## src/rtl/als_sample_filter_if.sv

```systemverilog
// als_sample_filter_if: control, reader handshake and result signals of the ALS sample filter
interface als_sample_filter_if;
  logic enable;
  logic [7:0] threshold;
  logic clear_err;
  logic als_done;
  logic [31:0] als_data;
  logic als_trigger;
  logic als_oe;
  logic [7:0] avg;
  logic avg_valid;
  logic dark;
  logic timeout_err;
  modport master (
    output enable, threshold, clear_err, als_done, als_data,
    input  als_trigger, als_oe, avg, avg_valid, dark, timeout_err
  );
  modport slave (
    input  enable, threshold, clear_err, als_done, als_data,
    output als_trigger, als_oe, avg, avg_valid, dark, timeout_err
  );
endinterface

```

## src/rtl/als_sample_filter.sv

```systemverilog
// als_sample_filter: paces ALS reads, averages 2^AVG_LOG2 samples, derives hysteretic dark flag
module als_sample_filter #(
  parameter logic [31:0] SAMPLE_PERIOD = 32'd100_000,
  parameter int          AVG_LOG2      = 3,
  parameter logic [31:0] TIMEOUT       = 32'd20_000,
  parameter logic [7:0]  HYST          = 8'd4
) (
  input logic clk,
  input logic rst,
  als_sample_filter_if.slave s
);
  localparam int AW = 8 + AVG_LOG2;
  typedef enum logic [2:0] {IDLE, TRIG, WAIT_DONE, CAPTURE, ACCUM, WAIT_PERIOD} state_t;
  state_t state;
  logic [AW-1:0] acc, acc_new;
  logic [AVG_LOG2-1:0] cnt;
  logic [31:0] pcnt, tcnt;
  logic [7:0] sample, avg_new, thr_hi;
  logic [8:0] thr_sum;
  logic cap_ph;
  logic unused_data;
  assign unused_data = ^s.als_data[31:8];
  always_comb begin
    acc_new = acc + AW'(sample);
    avg_new = acc_new[AW-1:AVG_LOG2];
    thr_sum = {1'b0, s.threshold} + {1'b0, HYST};
    thr_hi  = thr_sum[8] ? 8'hff : thr_sum[7:0];
  end
  always_ff @(posedge clk) begin
    if (!rst) begin
      state         <= IDLE;
      s.als_trigger <= 1'b0;
      s.als_oe      <= 1'b0;
      s.avg         <= '0;
      s.avg_valid   <= 1'b0;
      s.dark        <= 1'b0;
      s.timeout_err <= 1'b0;
      acc           <= '0;
      cnt           <= '0;
      pcnt          <= '0;
      tcnt          <= '0;
      sample        <= '0;
      cap_ph        <= 1'b0;
    end else begin
      s.avg_valid <= 1'b0;
      if (s.clear_err) s.timeout_err <= 1'b0;
      case (state)
        IDLE: if (s.enable) begin
          state         <= TRIG;
          s.als_trigger <= 1'b1;
        end
        TRIG: begin
          s.als_trigger <= 1'b1;
          tcnt          <= 32'd1;
          if (!s.als_done) state <= WAIT_DONE;
        end
        WAIT_DONE: begin
          tcnt <= tcnt + 32'd1;
          if (s.als_done) begin
            s.als_trigger <= 1'b0;
            s.als_oe      <= 1'b1;
            cap_ph        <= 1'b0;
            state         <= CAPTURE;
          end else if (tcnt + 32'd1 >= TIMEOUT) begin
            // abandoned read: sample discarded, set overrides a concurrent clear
            s.als_trigger <= 1'b0;
            s.timeout_err <= 1'b1;
            pcnt          <= '0;
            state         <= WAIT_PERIOD;
          end
        end
        CAPTURE: begin
          cap_ph <= 1'b1;
          if (cap_ph) begin
            sample   <= s.als_data[7:0];
            s.als_oe <= 1'b0;
            state    <= ACCUM;
          end
        end
        ACCUM: begin
          acc   <= acc_new;
          cnt   <= cnt + AVG_LOG2'(1);
          pcnt  <= '0;
          state <= WAIT_PERIOD;
          if (&cnt) begin
            acc         <= '0;
            s.avg       <= avg_new;
            s.avg_valid <= 1'b1;
            if (avg_new < s.threshold) s.dark <= 1'b1;
            else if (avg_new >= thr_hi) s.dark <= 1'b0;
          end
        end
        WAIT_PERIOD: begin
          if (pcnt + 32'd1 >= SAMPLE_PERIOD) begin
            if (s.enable) begin
              state         <= TRIG;
              s.als_trigger <= 1'b1;
            end else begin
              state <= IDLE;
              acc   <= '0;
              cnt   <= '0;
            end
          end else pcnt <= pcnt + 32'd1;
        end
        default: state <= IDLE;
      endcase
    end
  end
endmodule

```

## src/flat_wrapper.sv

```systemverilog
// flat-port wrapper written by rule: the top's interface ports become plain ports
module als_sample_filter_flat 
#(
  parameter logic [31:0] SAMPLE_PERIOD = 32'd100_000,
  parameter int          AVG_LOG2      = 3,
  parameter logic [31:0] TIMEOUT       = 32'd20_000,
  parameter logic [7:0]  HYST          = 8'd4
)
  (clk, rst, s_enable, s_threshold, s_clear_err, s_als_done, s_als_data, s_als_trigger, s_als_oe, s_avg, s_avg_valid, s_dark, s_timeout_err);
  als_sample_filter_if s_i ();
  input logic clk;
  input logic rst;
  input wire logic [$bits(s_i.enable)-1:0] s_enable;
  input wire logic [$bits(s_i.threshold)-1:0] s_threshold;
  input wire logic [$bits(s_i.clear_err)-1:0] s_clear_err;
  input wire logic [$bits(s_i.als_done)-1:0] s_als_done;
  input wire logic [$bits(s_i.als_data)-1:0] s_als_data;
  output wire logic [$bits(s_i.als_trigger)-1:0] s_als_trigger;
  output wire logic [$bits(s_i.als_oe)-1:0] s_als_oe;
  output wire logic [$bits(s_i.avg)-1:0] s_avg;
  output wire logic [$bits(s_i.avg_valid)-1:0] s_avg_valid;
  output wire logic [$bits(s_i.dark)-1:0] s_dark;
  output wire logic [$bits(s_i.timeout_err)-1:0] s_timeout_err;
  assign s_i.enable = s_enable;
  assign s_i.threshold = s_threshold;
  assign s_i.clear_err = s_clear_err;
  assign s_i.als_done = s_als_done;
  assign s_i.als_data = s_als_data;
  assign s_als_trigger = s_i.als_trigger;
  assign s_als_oe = s_i.als_oe;
  assign s_avg = s_i.avg;
  assign s_avg_valid = s_i.avg_valid;
  assign s_dark = s_i.dark;
  assign s_timeout_err = s_i.timeout_err;
  als_sample_filter #(.SAMPLE_PERIOD(SAMPLE_PERIOD), .AVG_LOG2(AVG_LOG2), .TIMEOUT(TIMEOUT), .HYST(HYST)) u_core (.clk(clk), .rst(rst), .s(s_i));
endmodule
```

## config.mk

```make
export PLATFORM = sky130hd
export DESIGN_NAME = als_sample_filter_flat
export DESIGN_NICKNAME = d
export VERILOG_FILES = /design/src/rtl/als_sample_filter_if.sv /design/src/rtl/als_sample_filter.sv /design/src/flat_wrapper.sv
export SDC_FILE = /design/constraint.sdc
export NUM_CORES = 1
export LEC_CHECK = 0
export ABC_AREA = 0
export CAP_MARGIN = 20
export CORE_MARGIN = 2
export CORE_UTILIZATION = 53
export CTS_CLUSTER_SIZE = 20
export DETAILED_ROUTE_END_ITERATION = 12
export GPL_TIMING_DRIVEN = 0
export PLACE_DENSITY = 0.73
export SLEW_MARGIN = 40
export SYNTH_ARGS = -nofsm -noshare
export SYNTH_HDL_FRONTEND = slang
export SYNTH_SLANG_ARGS = --single-unit
```

## constraint.sdc

```tcl
create_clock -name clk -period 3.3 [get_ports clk]
set_clock_uncertainty 0.15 [all_clocks]
set_input_delay 0.66 -clock clk [delete_from_list [all_inputs] [get_ports clk]]
set_output_delay 0.66 -clock clk [all_outputs]
set_load 0.05 [all_outputs]
```

Word-level counts from Yosys, hierarchy flattened. Index checks and enable logic that the tools add are counted.

$add $sub $neg: 5. Multipliers: 0. Div/mod/pow operators: 0. Magnitude comparators: 4. Eq/ne operators: 15. Shifts and indexed selects: 0. Mux-type cells: 38. Bitwise logic cells: 0. Reduce and logical (&&, ||, !) cells: 18.

Operators with widths (count): $mux 32 (3); $pmux 32 s3 (1); $add 32x1->32 const B (2); $pmux 32 s2 (1); $mux 11 (3); $ge 32x15->1 const B (1); $ge 32x17->1 const B (1); $mux 3 (8); $pmux 11 s2 (1); $pmux 3 s6 (1); $mux 1 (15); $ne 2x2->1 const B (6); $reduce_and 3->1 (4); $add 11x8->11 (1); $reduce_and 5->1 (2); $add 8x3->9 const B (1); $ge 8x8->1 (1); $lt 8x8->1 (1); $mux 8 (1); $reduce_and 4->1 (2); $reduce_bool 2->1 (4); $eq 3x2->1 const B (2); $eq 3x3->1 const B (2); $ne 2x1->1 const B (3); 10 further kinds (13).

Register bits after elaboration: 103. Latch bits: 0. Memory bits (writable): 0. Memory bits (read-only): 0. Bits of input ports: 45. Output and inout bits: 13. Word-level logic and storage cells: 93. Memories: 0.

Depth between registers and ports, before layout. Gate-level depths: netlist of the first run.

Depth in word-level cells: 5. Depth in mapped cells: 16. Depth with buffers taken out: 16.

Least setup slack after synthesis of the first run. No wires, ideal clock.

Path kind: register to register. From: reg u_core.tcnt[0]. To: reg u_core.state[1]. Library setup time: 0.084 ns. Arrival time: 3.089 ns. Data required time: 3.066 ns. Slack: -0.023 ns. Stages on the path, launching flop included: 11. Buffers on the path: 1. Clock period less this slack: 3.323 ns. Cells stage by stage: dfxtp_1 -> ha_1 -> clkbuf_2 -> and3_4 -> nand4_4 -> or4_1 -> and3_1 -> or4_4 -> or4b_4 -> o211a_1 -> o31ai_2.

Cells in the longest elaborated chain, start to end: 4.

RTL lines: start, declared (RTL line als_sample_filter.sv:17) `logic [31:0] pcnt, tcnt;`; start signal, assigned (RTL line als_sample_filter.sv:58) `tcnt <= tcnt + 32'd1;`; $add 32x1->32 (RTL line als_sample_filter.sv:64) `end else if (tcnt + 32'd1 >= TIMEOUT) begin`; $ge 32x15->1 (RTL line als_sample_filter.sv:64); $ne 3x2->1 (no line); $reduce_and 5->1 (no line); end signal, assigned (RTL line als_sample_filter.sv:63) `state <= CAPTURE;`; end signal, assigned (RTL line als_sample_filter.sv:69) `state <= WAIT_PERIOD;`; end signal, assigned (RTL line als_sample_filter.sv:77) `state <= ACCUM;`; end, declared (RTL line als_sample_filter.sv:14) `state_t state;`.

Every way passes these cells. A chain may end at the register's enable or synchronous reset.

Worst setup path in the final report of the first run.
From: reg u_core.tcnt[1]. To: reg u_core.pcnt[5].

Cells in the longest elaborated chain, start to end: 4.

RTL lines: $add 32x1->32 (RTL line als_sample_filter.sv:64); $ge 32x15->1 (RTL line als_sample_filter.sv:64); $ne 2x1->1 (no line); $reduce_and 4->1 (no line); end signal, assigned (RTL line als_sample_filter.sv:103) `end else pcnt <= pcnt + 32'd1;`; end, declared (RTL line als_sample_filter.sv:17).

Every way passes these cells.

==> results of run 1 <==
## path summary, 6_finish.rpt
path | startpoint | end | slack [ns] | cells past startpoint
setup / recovery | u_core.tcnt[1] | u_core.pcnt[5] | -0.01 | 11
hold / removal | u_core.acc[0] | u_core.acc[0] | 0.31 | 2
hold reg to reg | u_core.acc[0] | u_core.acc[0] | 0.31 | 2
setup reg to reg | u_core.tcnt[1] | u_core.pcnt[5] | -0.01 | 11
## cell usage in the layout (no fill, tap or decap), types with 5 or more instances in the layout
| master | n |
|---|---|
| a211oi_1 | 13 |
| a21oi_1 | 46 |
| a311oi_1 | 9 |
| a31oi_1 | 12 |
| and2_1 | 7 |
| and3_1 | 27 |
| and4_1 | 8 |
| buf_2 | 14 |
| buf_4 | 38 |
| clkbuf_1 | 26 |
| clkbuf_16 | 9 |
| clkdlybuf4s50_1 | 30 |
| dfxtp_1 | 89 |
| dfxtp_2 | 12 |
| ha_1 | 22 |
| inv_1 | 23 |
| mux2i_1 | 12 |
| nand2_1 | 109 |
| nand2b_1 | 8 |
| nand3_1 | 29 |
| nand4_1 | 35 |
| nor2_1 | 76 |
| nor3_1 | 26 |
| nor4_1 | 11 |
| nor4_2 | 7 |
| o21a_1 | 5 |
| o21ai_0 | 52 |
| o41ai_1 | 5 |
| or2_2 | 7 |
| or3_1 | 11 |
| or4_1 | 6 |
| xnor2_1 | 11 |
| xor2_1 | 7 |
## critical path: cells and delay by family, from the launching register on
kind | cells | cell delay (ns)
flops | 1 | 0.37
buf+inv | 2 | 0.26
compound gates | 2 | 0.61
simple gates | 6 | 1.67
fa+ha+maj | 1 | 0.13
## layer usage
layer	GRT usage	vias to the layer above	wire [um]
met5	0	-	0
met4	0.0992	0	520
met3	0.0560	49	1440
met2	0.494	312	9770
met1	0.390	3370	8680
li1	-	3423	-
## registers in the layout (all words and copies together) (netlist names), 3 cells and up
name	count
u_core.acc	11
u_core.cnt	3
u_core.pcnt	32
u_core.s.avg	8
u_core.sample	8
u_core.state	3
u_core.tcnt	32
## synth_stat cells, drive strengths merged, types with 13 or more instances
master,count
a211oi,14
a21oi,50
and3,31
buf,21
clkbuf,31
dfxtp,103
ha,26
inv,25
nand2,112
nand3,33
nand4,36
nor2,80
nor3,30
nor4,21
o21ai,59
or3,13
xnor2,15
## cell families after synthesis
| group | after synthesis | share of synthesized area |
|---|---|---|
| fa+ha+maj | 27 | 0.0517 |
| simple gates | 413 | 0.320 |
| compound gates | 221 | 0.224 |
| mux | 12 | 0.0180 |
| buf+inv | 77 | 0.0489 |
| flops | 103 | 0.309 |
| xor+xnor | 22 | 0.0289 |
## power by group through the flow
stage	sequential [mW]	combinational (mW)	clock, mW
after global placement	1.31	0.533	0
final	1.29	0.618	1.11
after global routing	1.29	0.680	1.17
after detailed placement	1.32	0.548	0
after floorplan	1.33	0.334	0
after CTS	1.28	0.571	1.12
## repair_timing
item,4_1_cts,5_1_grt
resized for setup,36,76
hold endpoints to repair,0,0
setup endpoints to repair,46,51
gates cloned,0,1
buffers inserted,18,19
pin swaps,11,28
## cell type report
class | count | area, sq um | area share
clock inverter | 6 | 68.8 | 0.00835
buffer | 47 | 244 | 0.0296
sequential | 103 | 2080 | 0.253
multi-input combinational | 695 | 4690 | 0.569
clock buffer | 10 | 229 | 0.0278
timing repair buffer | 70 | 621 | 0.0753
tap | 168 | 210 | 0.0255
inverter | 25 | 93.8 | 0.0114
==> impl_metrics.toml, run 1 <==
[outcome]
status = "complete, but fails checks"
violations = "setup timing"

[setup_path]
start_kind = "register"
slowest_stage = "or4_1"
cp_common_cell = "and3_4"
slowest_delay_ns = 0.54
critPathArrivalTime_ns = 3.42
cp_cell_sequence = "ha_4 -> buf_8 -> and3_4 -> nand4_4 -> or4_1 -> and3_4 -> or4_4 -> o31ai_4 -> nand2_2 -> buf_4 -> a311oi_1"
path_class = "reg -> reg"
worstPathMaxFanout = 4
critPathCaptureType = "register"
required_ns = 3.41

[sta]
setup_viol = 1
rsz0062_at_grt = "true"
slew_violations = 0
maxSlewHeadroom = 0.456
tightest_slew_ns = 0.816
fmax_mhz = 302
whs_ns = 0.314
fin_ws_ns = -0.0121
period_share = 1.00
setup_tns_ns = -0.0121
hold_violations = 0
post-route-min-period_ns = 3.31

[synthesis]
synth-edff-count = 0
ys_warn_count = 0
syn-num-nets = 947
synth_area_sq_um = 6680
ys_seq_area_frac = 0.309
synth_top_area_cell = "dfxtp_1"
synth_top_area_share = 0.309
synthTopCellsByArea = "dfxtp_1, nand2_1, ha_1, nor2_1, o21ai_0"
ys.flop_type = "dfxtp_1"
synth.distinct_cells = 78
synth.avg_cell_area_sq_um = 7.63
ys_seq_elements = 103
synthArstFlopShare = 0
synthCells = 875

[cells_and_area]
drive_above_1_share = 0.185
fillers = 1005
post-route-util = 0.677
fin_cells = 1124
final_nets = 1023
synthToLayoutAreaGrowth_pct = 23.4
n_antenna_cell = 0
design_area_sq_um = 8240

[routing]
drt-total-wl_um = 20400
dr.pass1.iters = 5
routedWlPerCell_um = 18.2
remaining_drc_errors = 0
vias = 7154
postRouteAntennaNets = 0
viasPerCell = 6.36
first_iter_violations = 688

[floorplanning]
die_w_um = 116
core_area_sq_um = 12200
start_util = 0.549
rows = 40
die_height_um = 116
ioPinCount = 58
die_area_sq_um = 13500

[power]
switching_share = 0.316
p_switching_mw = 0.950
power_density_nw_per_um2 = 365
comb_power_share = 0.205
clock_power_share = 0.368
power_leakage_nw = 3.02
seq_power_share = 0.427
power.total_mw = 3.01
internal_power_mw = 2.06
vdd_drop_max_mv = 0.276

[clocking]
cts_buffers = 9
ctsHoldBuffers = 0
cts_sinks = 103
clk_path_buf_depth = 2
tritoncts = "yes"
clk_pin_slew_ns = 0.07
htree_levels = 3
root_buffer = "clkbuf_16"
clock_latency_ns = 0.36

[placed_design]
io_buffers = 32
preCtsSetupSlack_ns = -0.562
hpwl_um = 13900
dp.cells = 1077
placed_area_sq_um = 7230
globalplace.congestion = 0.957

[global_routing]
first_global_vias = 6461
grtUsageTotal = 0.297
antenna_found_initial = 0
grt_max_degree = 18
grt_first_pass_wirelength_um = 31900
grt_remaining_overflow = 0

[hold_path]
min_path_type = "reg -> reg"

[run]
cap_violations = 0
Note: power is estimated with default switching activity, not from simulation.
==> run 2: changes to the inputs <==
--- a/config.mk
+++ b/config.mk
@@ -6,6 +6,7 @@
 export NUM_CORES = 1
 export LEC_CHECK = 0
 export ABC_AREA = 0
+export ABC_CLOCK_PERIOD_IN_PS = 3300
 export CAP_MARGIN = 20
 export CORE_MARGIN = 2
 export CORE_UTILIZATION = 53
==> results of run 2 <==
Same layout as run 1: the final DEF is identical, and so are final timing and power.
==> run 3: changes to the inputs <==
--- a/config.mk
+++ b/config.mk
@@ -14,6 +14,7 @@
 export DETAILED_ROUTE_END_ITERATION = 12
 export GPL_TIMING_DRIVEN = 0
 export PLACE_DENSITY = 0.73
+export SETUP_SLACK_MARGIN = 0.15
 export SLEW_MARGIN = 40
 export SYNTH_ARGS = -nofsm -noshare
 export SYNTH_HDL_FRONTEND = slang
==> impl_metrics.toml, run 3 (synthesized netlist as in run 1, its figures left out) <==
[global_routing]
grtUsageTotal = 0.303
busiest_layer = "met2"
use_met3 = 0.0550
grt_first_pass_wirelength_um = 32500
grt_max_degree = 19
grt_remaining_overflow = 0
first_global_vias = 6590
gr-usage-met1 = 0.389
antenna_found_initial = 0
use_met2 = 0.505

[clocking]
clock_latency_ns = 0.37
clk_pin_slew_ns = 0.08
root_buffer = "clkbuf_16"
htree_levels = 3
clk_path_buf_depth = 2
cts_buffers = 9
cts_sinks = 103
tritoncts = "yes"

[floorplanning]
ioPinCount = 58
start_util = 0.549
die_height_um = 116
die_w_um = 116
die_area_sq_um = 13500
core_area_sq_um = 12200
rows = 40

[setup_path]
required_ns = 3.44
path_delay_family = "simple AND/OR/NAND/NOR gates"
slowest_stage = "or4b_4"
path_class = "reg -> reg"
cp_cell_sequence = "ha_4 -> buf_8 -> and3_4 -> nand4_4 -> or4_4 -> and3_4 -> or4_4 -> or4b_4 -> o211a_1 -> o31ai_2"
slowest_delay_ns = 0.58
critPathArrivalTime_ns = 3.36
critPathCaptureType = "register"
worstPathMaxFanout = 3
start_kind = "register"
worstPathBufferInverterCount = 1

[power]
power_density_nw_per_um2 = 350
vdd_drop_max_mv = 0.279
power_leakage_nw = 3.22
power.total_mw = 3.05

[cells_and_area]
top_regs = "u_core.pcnt: 32 flops, u_core.tcnt: 32 flops, u_core.acc: 11 flops"
n_antenna_cell = 0
drive_above_1_share = 0.238
most-common-layout-cells = "nand2_1, dfxtp_1, nor2_1"
synthToLayoutAreaGrowth_pct = 30.4
final_nets = 1053
fillers = 981
final_common_cell = "nand2_1"

[hold_path]
min_path_type = "reg -> reg"

[placed_design]
globalplace.congestion = 0.923
hpwl_um = 13900
io_buffers = 32

[sta]
post-route-min-period_ns = 3.23
tightest_slew_ns = 0.872
slew_violations = 0
rsz0062_at_grt = "true"
setup_viol = 0
maxSlewHeadroom = 0.419
hold_violations = 0
whs_ns = 0.319
fmax_mhz = 310
period_share = 0.978

[routing]
dr.pass1.iters = 5
first_iter_violations = 670
remaining_drc_errors = 0
postRouteAntennaNets = 0
viasPerCell = 6.39
drt-total-wl_um = 21600
routedWlPerCell_um = 18.8
vias = 7370

[outcome]
status = "finished clean"

[run]
cap_violations = 0
[run 3: changes by cell type in the layout (fill, tap and decap cells not counted), sizes merged]
cell / previous run / this run
clkinvlp: 0 / 3
clkinv: 3 / 1
dlymetal6s2s: 2 / 0
dlygate4sd2: 0 / 2
buf: 57 / 81
clkbuf: 38 / 43
[run 3: repair_timing]
action	CTS	global route
endpoints found under the setup margin	52	45
pin swaps	33	51
resized for setup	78	105
gates cloned	1	3
buffers inserted	24	34
hold buffers	0	0
[run 3: power breakdown]
part           internal, mW  leakage, nW  switching, mW
sequential             1.26        0.845         0.0159
combinational         0.200         2.24          0.441
clock                 0.595        0.139          0.533
[run 3: final timing paths]
path                         start          endpoint  slack, ns  depth (start not counted)
setup reg to reg    u_core.tcnt[1]   u_core.state[1]       0.07                         10
setup / recovery    u_core.tcnt[1]   u_core.state[1]       0.07                         10
hold / removal    u_core.sample[4]  u_core.sample[4]       0.32                          2
hold reg to reg   u_core.sample[4]  u_core.sample[4]       0.32                          2
[run 3: final cells by class]
cell class / count / area (sq um) / area share
multi-input cells: 695 / 4850 / 0.558
inverters: 25 / 93.8 / 0.0108
clock buffers: 9 / 225 / 0.0259
clock inverters: 7 / 78.8 / 0.00906
repair buffers: 95 / 806 / 0.0926
well taps: 168 / 210 / 0.0241
plain buffers: 52 / 333 / 0.0382
flip-flops and latches: 103 / 2100 / 0.242
[run 3: per-layer routing]
layer	vias to the layer above	share of wire
met5	-	0
met4	0	0.031
met3	69	0.071
met2	338	0.48
met1	3479	0.42
li1	3484	-
[run 3: stage by stage]
stage | std cells | TNS (ns) | setup slack, ns | util | cell area (sq um)
3_3_place_gp | 1075 | -7.75 | -0.543 | 0.594 | 7220
6_report | 1154 | 0 | 0.0725 | 0.716 | 8700
2_1_floorplan | 875 | 0 | 0.139 | - | 6690
3_5_place_dp | 1076 | -9.09 | -0.450 | 0.595 | 7240
4_1_cts | 1117 | 0 | 0.0622 | 0.663 | 8060
5_1_grt | 1154 | -0.0278 | -0.0221 | 0.716 | 8700
[run 3: worst register-to-register path, cell delays in order, from the launching register on]
cell	delay (ns)
dfxtp_4	0.36
ha_4	0.13
buf_8	0.09
and3_4	0.18
nand4_4	0.10
or4_4	0.51
and3_4	0.16
or4_4	0.57
or4b_4	0.58
o211a_1	0.16
o31ai_2	0.16
